### config.mk
export PLATFORM = sky130hd
export DESIGN_NAME = data_cache_flat
export DESIGN_NICKNAME = d
export VERILOG_FILES = /design/src/rtl/data_cache_pkg.sv /design/src/rtl/data_cache_if.sv /design/src/rtl/data_cache_storage.sv /design/src/rtl/data_cache.sv /design/src/flat_wrapper.sv
export SDC_FILE = /design/constraint.sdc
export NUM_CORES = 2
export LEC_CHECK = 0
export ABC_CLOCK_PERIOD_IN_PS = 90900
export CORE_UTILIZATION = 35
export CTS_CLUSTER_SIZE = 20
export DETAILED_ROUTE_END_ITERATION = 12
export PLACE_DENSITY_LB_ADDON = 0.12
export SYNTH_ARGS = -nofsm -noshare
export SYNTH_HDL_FRONTEND = slang
export SYNTH_SLANG_ARGS = --single-unit
### constraint.sdc
create_clock -name CLK -period 90.9 [get_ports CLK]
set_input_delay 13.635 -clock CLK [delete_from_list [all_inputs] [get_ports CLK]]
set_output_delay 13.635 -clock CLK [all_outputs]
set_load 0.01 [all_outputs]
### src/rtl/data_cache_pkg.sv
// Shared types and constants for the direct-mapped write-back L1 data cache.
// Pure declarations: no logic, no latency.
// Imported by the interfaces, the storage array and the cache controller.
package data_cache_pkg;

  typedef enum logic [1:0] {
    IDLE      = 2'd0,
    WRITEBACK = 2'd1,
    ALLOCATE  = 2'd2
  } state_t;

  localparam int BLOCK_W     = 128;
  localparam int WORD_W      = 32;
  localparam int MEM_ADDR_W  = 28;
  localparam int OFFSET_BITS = 4;

endpackage

### src/rtl/data_cache_if.sv
// CPU-side and memory-side buses of the data cache.
// Wires only: no latency.
// CPU stalls on CPU_BUSYWAIT; the cache stalls on MEM_BUSYWAIT.
interface data_cache_cpu_if;
  import data_cache_pkg::*;

  logic              CPU_READ;
  logic              CPU_WRITE;
  logic [31:0]       CPU_ADDRESS;
  logic [WORD_W-1:0] CPU_WRITEDATA;
  logic [3:0]        CPU_BYTE_EN;
  logic [WORD_W-1:0] CPU_READDATA;
  logic              CPU_BUSYWAIT;

  // Pipeline MEM stage side
  modport master (
    output CPU_READ, CPU_WRITE, CPU_ADDRESS, CPU_WRITEDATA, CPU_BYTE_EN,
    input  CPU_READDATA, CPU_BUSYWAIT
  );

  // Cache side
  modport slave (
    input  CPU_READ, CPU_WRITE, CPU_ADDRESS, CPU_WRITEDATA, CPU_BYTE_EN,
    output CPU_READDATA, CPU_BUSYWAIT
  );
endinterface

interface data_cache_mem_if;
  import data_cache_pkg::*;

  logic                  MEM_READ;
  logic                  MEM_WRITE;
  logic [MEM_ADDR_W-1:0] MEM_ADDRESS;
  logic [BLOCK_W-1:0]    MEM_WRITEDATA;
  logic [BLOCK_W-1:0]    MEM_READDATA;
  logic                  MEM_BUSYWAIT;

  // Cache side (initiator)
  modport master (
    output MEM_READ, MEM_WRITE, MEM_ADDRESS, MEM_WRITEDATA,
    input  MEM_READDATA, MEM_BUSYWAIT
  );

  // Data memory side (responder)
  modport slave (
    input  MEM_READ, MEM_WRITE, MEM_ADDRESS, MEM_WRITEDATA,
    output MEM_READDATA, MEM_BUSYWAIT
  );
endinterface

### src/rtl/data_cache_storage.sv
// Line storage: valid/dirty/tag/data arrays with one combinational read port.
// Read is combinational; writes (byte merge, block fill, dirty clear) land at posedge.
// No backpressure; the controller decides when to write.
module data_cache_storage
  import data_cache_pkg::*;
#(
  parameter int INDEX_BITS = 3,
  parameter int TAG_BITS   = 28 - INDEX_BITS
) (
  input  logic                  clk,
  input  logic                  rst,
  input  logic [INDEX_BITS-1:0] idx,
  output logic                  valid,
  output logic                  dirty,
  output logic [TAG_BITS-1:0]   tag,
  output logic [BLOCK_W-1:0]    data,
  input  logic                  merge_en,
  input  logic [1:0]            word_sel,
  input  logic [WORD_W-1:0]     wdata,
  input  logic [3:0]            byte_en,
  input  logic                  fill_en,
  input  logic [TAG_BITS-1:0]   fill_tag,
  input  logic [BLOCK_W-1:0]    fill_data,
  input  logic                  clean_en
);
  localparam int NUM_LINES = 2 ** INDEX_BITS;

  logic [NUM_LINES-1:0] valid_q;
  logic [NUM_LINES-1:0] dirty_q;
  logic [TAG_BITS-1:0]  tag_q  [NUM_LINES];
  logic [BLOCK_W-1:0]   data_q [NUM_LINES];

  assign valid = valid_q[idx];
  assign dirty = dirty_q[idx];
  assign tag   = tag_q[idx];
  assign data  = data_q[idx];

  // Line updates: a fill replaces the whole line clean, a merge writes lanes and marks dirty
  always_ff @(posedge clk or posedge rst) begin
    if (rst) begin
      valid_q <= '0;
      dirty_q <= '0;
      for (int i = 0; i < NUM_LINES; i++) begin
        tag_q[i]  <= '0;
        data_q[i] <= '0;
      end
    end else begin
      if (fill_en) begin
        data_q[idx]  <= fill_data;
        tag_q[idx]   <= fill_tag;
        valid_q[idx] <= 1'b1;
        dirty_q[idx] <= 1'b0;
      end else if (merge_en) begin
        for (int b = 0; b < 4; b++) begin
          if (byte_en[b]) begin
            data_q[idx][{word_sel, b[1:0], 3'b000} +: 8] <= wdata[8*b +: 8];
          end
        end
        dirty_q[idx] <= 1'b1;
      end
      if (clean_en) begin
        dirty_q[idx] <= 1'b0;
      end
    end
  end

endmodule

### src/rtl/data_cache.sv
// Direct-mapped write-back write-allocate L1 data cache controller.
// Hits: zero stall; misses: optional writeback + allocate, then one hit cycle.
// Stalls the CPU via CPU_BUSYWAIT; waits on MEM_BUSYWAIT once a memory phase has started.
module data_cache
  import data_cache_pkg::*;
#(
  parameter int INDEX_BITS = 3,
  parameter int TAG_BITS   = 28 - INDEX_BITS
) (
  input logic             CLK,
  input logic             RESET,
  data_cache_cpu_if.slave cpu,
  data_cache_mem_if.master mem
);
  state_t                state;
  logic                  started;
  logic                  mem_read;
  logic                  mem_write;
  logic [MEM_ADDR_W-1:0] mem_address;
  logic [BLOCK_W-1:0]    mem_writedata;

  logic [INDEX_BITS-1:0] idx;
  logic [TAG_BITS-1:0]   cpu_tag;
  logic [1:0]            word_sel;
  logic                  line_valid;
  logic                  line_dirty;
  logic [TAG_BITS-1:0]   line_tag;
  logic [BLOCK_W-1:0]    line_data;
  logic                  req;
  logic                  hit;
  logic                  done;
  logic                  unused_addr_bits;

  assign idx              = cpu.CPU_ADDRESS[OFFSET_BITS +: INDEX_BITS];
  assign cpu_tag          = cpu.CPU_ADDRESS[31 -: TAG_BITS];
  assign word_sel         = cpu.CPU_ADDRESS[3:2];
  assign unused_addr_bits = ^cpu.CPU_ADDRESS[1:0];

  assign req  = cpu.CPU_READ | cpu.CPU_WRITE;
  assign hit  = line_valid && (line_tag == cpu_tag);
  // The first cycle of a phase may still see the previous transfer's busywait.
  assign done = started && !mem.MEM_BUSYWAIT;

  assign cpu.CPU_READDATA = line_data[{word_sel, 5'b00000} +: WORD_W];
  // Held while reset is asserted so an aborted miss does not keep the pipeline stalled.
  assign cpu.CPU_BUSYWAIT = !RESET && ((req && !hit && state == IDLE) || state != IDLE);

  assign mem.MEM_READ      = mem_read;
  assign mem.MEM_WRITE     = mem_write;
  assign mem.MEM_ADDRESS   = mem_address;
  assign mem.MEM_WRITEDATA = mem_writedata;

  data_cache_storage #(
    .INDEX_BITS (INDEX_BITS),
    .TAG_BITS   (TAG_BITS)
  ) u_storage (
    .clk       (CLK),
    .rst       (RESET),
    .idx       (idx),
    .valid     (line_valid),
    .dirty     (line_dirty),
    .tag       (line_tag),
    .data      (line_data),
    .merge_en  (state == IDLE && cpu.CPU_WRITE && hit),
    .word_sel  (word_sel),
    .wdata     (cpu.CPU_WRITEDATA),
    .byte_en   (cpu.CPU_BYTE_EN),
    .fill_en   (state == ALLOCATE && done),
    .fill_tag  (cpu_tag),
    .fill_data (mem.MEM_READDATA),
    .clean_en  (state == WRITEBACK && done)
  );

  // Miss sequencing with registered memory request outputs
  always_ff @(posedge CLK or posedge RESET) begin
    if (RESET) begin
      state         <= IDLE;
      started       <= 1'b0;
      mem_read      <= 1'b0;
      mem_write     <= 1'b0;
      mem_address   <= '0;
      mem_writedata <= '0;
    end else begin
      case (state)
        IDLE: begin
          if (req && !hit) begin
            started <= 1'b0;
            if (line_valid && line_dirty) begin
              state         <= WRITEBACK;
              mem_write     <= 1'b1;
              mem_address   <= {line_tag, idx};
              mem_writedata <= line_data;
            end else begin
              state       <= ALLOCATE;
              mem_read    <= 1'b1;
              mem_address <= {cpu_tag, idx};
            end
          end
        end
        WRITEBACK: begin
          if (done) begin
            state       <= ALLOCATE;
            started     <= 1'b0;
            mem_write   <= 1'b0;
            mem_read    <= 1'b1;
            mem_address <= {cpu_tag, idx};
          end else begin
            started <= 1'b1;
          end
        end
        ALLOCATE: begin
          if (done) begin
            state    <= IDLE;
            started  <= 1'b0;
            mem_read <= 1'b0;
          end else begin
            started <= 1'b1;
          end
        end
        default: begin
          state     <= IDLE;
          started   <= 1'b0;
          mem_read  <= 1'b0;
          mem_write <= 1'b0;
        end
      endcase
    end
  end

endmodule

### src/flat_wrapper.sv
// flat-port wrapper written by rule: the top's interface ports become plain ports
module data_cache_flat import data_cache_pkg::*;
#(
  parameter int INDEX_BITS = 3,
  parameter int TAG_BITS   = 28 - INDEX_BITS
)
  (CLK, RESET, cpu_CPU_READ, cpu_CPU_WRITE, cpu_CPU_ADDRESS, cpu_CPU_WRITEDATA, cpu_CPU_BYTE_EN, cpu_CPU_READDATA, cpu_CPU_BUSYWAIT, mem_MEM_READ, mem_MEM_WRITE, mem_MEM_ADDRESS, mem_MEM_WRITEDATA, mem_MEM_READDATA, mem_MEM_BUSYWAIT);
  data_cache_cpu_if cpu_i ();
  data_cache_mem_if mem_i ();
  input logic CLK;
  input logic RESET;
  input wire logic [$bits(cpu_i.CPU_READ)-1:0] cpu_CPU_READ;
  input wire logic [$bits(cpu_i.CPU_WRITE)-1:0] cpu_CPU_WRITE;
  input wire logic [$bits(cpu_i.CPU_ADDRESS)-1:0] cpu_CPU_ADDRESS;
  input wire logic [$bits(cpu_i.CPU_WRITEDATA)-1:0] cpu_CPU_WRITEDATA;
  input wire logic [$bits(cpu_i.CPU_BYTE_EN)-1:0] cpu_CPU_BYTE_EN;
  output wire logic [$bits(cpu_i.CPU_READDATA)-1:0] cpu_CPU_READDATA;
  output wire logic [$bits(cpu_i.CPU_BUSYWAIT)-1:0] cpu_CPU_BUSYWAIT;
  output wire logic [$bits(mem_i.MEM_READ)-1:0] mem_MEM_READ;
  output wire logic [$bits(mem_i.MEM_WRITE)-1:0] mem_MEM_WRITE;
  output wire logic [$bits(mem_i.MEM_ADDRESS)-1:0] mem_MEM_ADDRESS;
  output wire logic [$bits(mem_i.MEM_WRITEDATA)-1:0] mem_MEM_WRITEDATA;
  input wire logic [$bits(mem_i.MEM_READDATA)-1:0] mem_MEM_READDATA;
  input wire logic [$bits(mem_i.MEM_BUSYWAIT)-1:0] mem_MEM_BUSYWAIT;
  assign cpu_i.CPU_READ = cpu_CPU_READ;
  assign cpu_i.CPU_WRITE = cpu_CPU_WRITE;
  assign cpu_i.CPU_ADDRESS = cpu_CPU_ADDRESS;
  assign cpu_i.CPU_WRITEDATA = cpu_CPU_WRITEDATA;
  assign cpu_i.CPU_BYTE_EN = cpu_CPU_BYTE_EN;
  assign cpu_CPU_READDATA = cpu_i.CPU_READDATA;
  assign cpu_CPU_BUSYWAIT = cpu_i.CPU_BUSYWAIT;
  assign mem_MEM_READ = mem_i.MEM_READ;
  assign mem_MEM_WRITE = mem_i.MEM_WRITE;
  assign mem_MEM_ADDRESS = mem_i.MEM_ADDRESS;
  assign mem_MEM_WRITEDATA = mem_i.MEM_WRITEDATA;
  assign mem_i.MEM_READDATA = mem_MEM_READDATA;
  assign mem_i.MEM_BUSYWAIT = mem_MEM_BUSYWAIT;
  data_cache #(.INDEX_BITS(INDEX_BITS), .TAG_BITS(TAG_BITS)) u_core (.CLK(CLK), .RESET(RESET), .cpu(cpu_i), .mem(mem_i));
endmodule
==> impl_metrics.tcl <==
set metrics [dict create \
    status "complete, no violations" \
    hp-start "u_core.u_storage.valid_q[1]$_DFFE_PP0P_" \
    grt_pass1_wl_um 386600 \
    drc 0 \
    postCtsHoldBufs 0 \
    cp_num_cells 10 \
    cp_slowest_stage_delay_ns 0.86 \
    crit_type "in -> out" \
    power_density_nw_per_um2 30.76 \
    syn_inst 5718 \
    final_antenna_net_count 0 \
    clock_latency_ns 0.81 \
    via_per_inst 6.174 \
    h-tree-depth 4 \
    fin_crit_ns 33.06 \
    die_area_um2 184500 \
    fmaxAchievable_mhz 30.25 \
    fin_util_pct 41.56 \
    path_cells "buf_2 > buf_4 > nand2_1 > nor2_4 > buf_4 > buf_4 > a22oi_1 > nand4_1 > mux4_2 > clkdlybuf4s50_1" \
    setup_viol 0 \
    initial_core_util_pct 35.32 \
    crit_family "buffers and inverters" \
    finClkSkew_ns 0.03912 \
    worstReg2RegStart "u_core.u_storage.tag_q[71]$_DFFE_PP0P_" \
    max_slew_margin_pct 10.02 \
    routed_wl_um 270300 \
    ys_ff_latch 1401 \
    slowest_stage "nor2_4" \
    crit_top_cell "buf_4" \
    drive_above_1_share_pct 13.19 \
    synth_top_area_share_pct 54.80 \
    hpwl_um 166500 \
    maxCapViolations 0 \
    fin_crit_sh_pct 36.37 \
    io-pin-count 392 \
    numPortBuffers 389 \
    gp_congestion 0.8557 \
    layoutNonFillerInstCount 8418 \
    tns_ns 0 \
    clkTransAtPathRegs_ns 0.06 \
    vias 51972 \
    ir_worst_vdd_mv 0.01805 \
    drv_slew 0 \
    cts_buffers 163 \
    grt_pass1_vias 51072 \
    syn_nets 5928 \
    worstPathRequired_ns 77.26 \
    ys_warn_count 0 \
    clock_sink_count 1401 \
    syn_avg_cell_area_um2 11.19 \
    synth_area_leaders "dfrtp_1, a22o_1, a22oi_1, nand2_1, mux2_2" \
    synth.distinct_cells 69 \
    rsz0062_at_grt "false" \
    avgRoutedWirePerCell_um 32.10 \
    clockBufferDepth 3 \
    hold_end "u_core.u_storage.valid_q[1]$_DFFE_PP0P_" \
    dp_cells 8107 \
    post-cts-setup-buffer-count 0 \
    overflow 0 \
    final_common_cell "dfrtp_1" \
    synth-edff-count 0 \
    p_total_mw 2.315 \
    cts_resized 0 \
    reg2reg_depth 11 \
    reg2reg_slack_ns 85.37 \
    cts-root-buf "clkbuf_16" \
    coreArea_um2 181100 \
    endpoint_kind "output port" \
    holdWs_ns 0.4654 \
    yosys_most_used_dff "dfrtp_1" \
    cts_tree "done" \
    async_reset_ff_share_pct 100.0 \
    synth_area_um2 63980 \
    path_buf_inv 5 \
    final_cell_mix "dfrtp_1, nand2_1, a22o_1" \
    gr-usage-all-layers_pct 28.79 \
    fp.dieH_um 429.6 \
    drtPass1Iterations 7 \
    ys_seq_area_share_pct 54.80 \
    nets 6112 \
    crit_fanout 61 \
    antenna_found_initial 44 \
    hold_depth 1 \
    worst_pin_slew_ns 1.350 \
    hold_class "reg -> reg" \
    yosysTopAreaCell "dfrtp_1" \
    critPathArrivalTime_ns 19.42 \
    area_growth_pct 17.65 \
    drt_iter0_drc 5918 \
    start_kind "primary input" \
    dieWidth_um 429.6 \
    row_count 156 \
    grt_max_degree 166 \
    hold_viol_final 0 \
    rr_endpoint "u_core.u_storage.data_q[237]$_DFFE_PP0P_" \
    p_leak_nw 34.82 \
]
==> per-stage QoR <==
step / cell area, um2 / worst slack [ns]
floorplan: 63980 / 32.46
global placement: 69850 / 57.90
detailed placement: 69850 / 57.86
CTS: 75220 / 57.86
global route: 75240 / 57.55
finish: 75270 / 57.84
==> report_power, final <==
part	internal (mW)	total, mW	switching [mW]
sequential	0.893	1.04	0.151
combinational	0.295	0.599	0.304
clock	0.393	0.671	0.279
==> kinds of logic after synthesis <==
group           Yosys count  share of synthesized area (%)
fa+ha+maj                 9                         0.1760
mux                     309                          6.201
simple gates           1625                          11.76
flops                  1401                          54.80
buf+inv                 484                          3.137
xor+xnor                 11                         0.1506
compound gates         1879                          23.78
==> registers in the layout, indices dropped and copies added (netlist names) <==
register                  count
u_core.mem.MEM_ADDRESS       28
u_core.mem.MEM_READ           1
u_core.mem.MEM_WRITE          1
u_core.mem.MEM_WRITEDATA    128
u_core.started                1
u_core.state                  2
u_core.u_storage.data_q    1024
u_core.u_storage.dirty_q      8
u_core.u_storage.tag_q      200
u_core.u_storage.valid_q      8
==> worst max path at each step <==
| stage | startpoint | end | slack, ns |
|---|---|---|---|
| detailed placement | cpu_CPU_ADDRESS[4] | cpu_CPU_READDATA[26] | 57.86 |
| global route | cpu_CPU_ADDRESS[4] | cpu_CPU_READDATA[26] | 57.55 |
| finish | cpu_CPU_ADDRESS[4] | cpu_CPU_READDATA[26] | 57.84 |
| floorplan | RESET | cpu_CPU_BUSYWAIT | 32.46 |
| global placement | cpu_CPU_ADDRESS[4] | cpu_CPU_READDATA[26] | 57.90 |
| CTS | cpu_CPU_ADDRESS[4] | cpu_CPU_READDATA[26] | 57.86 |
==> area by class of cell <==
class / count / area, um2
sequential: 1401 / 35060
tap: 2370 / 2965
fill: 17191 / 105900
multi-input combinational: 3833 / 27070
clock buffer: 251 / 4892
antenna: 20 / 50.05
inverter: 26 / 105.1
timing repair buffer: 477 / 4647
clock inverter: 40 / 481.7
==> cell usage after synthesis, types with 3 or more instances <==
library cell	instances
nand2_2	14
a21oi_1	104
or3_1	8
a221o_1	16
nor2_1	244
o21ai_1	4
ha_1	9
a21oi_2	9
a22o_1	811
nand2b_1	14
nand2_1	875
buf_4	16
a22oi_1	461
and2_1	30
nor2b_1	5
a211o_1	176
o21ai_0	53
o22ai_1	8
o21ai_2	116
nand4_1	103
o2bb2ai_1	15
a211oi_1	4
buf_6	7
o211ai_1	24
mux2i_1	60
a21bo_2	3
nor3_1	16
and3_1	183
a31oi_1	7
mux4_2	50
clkbuf_1	350
buf_1	23
nand3b_1	4
or4_1	4
o31ai_1	6
a221oi_1	51
nand3_4	20
nand3_1	88
mux2_2	199
buf_2	62
dfrtp_1	1401
inv_1	25
xor2_1	10
==> per-layer routing <==
metal  GRT usage (%)  routed length [um]  vias up
li1                -                   -    21955
met4           14.88               14710       14
met3           6.541               21890      555
met5               0                  99        -
met2           43.48              121100     2514
met1           38.54              112500    26934
==> worst register-to-register path, delay by kind of cell (launching register included) <==
kind	cells	cell delay, ns
mux	2	0.68
compound gates	2	1.07
xor+xnor	1	0.35
buf+inv	2	0.87
simple gates	4	2.04
flops	1	0.38
Note: power is estimated with default switching activity, not from simulation.
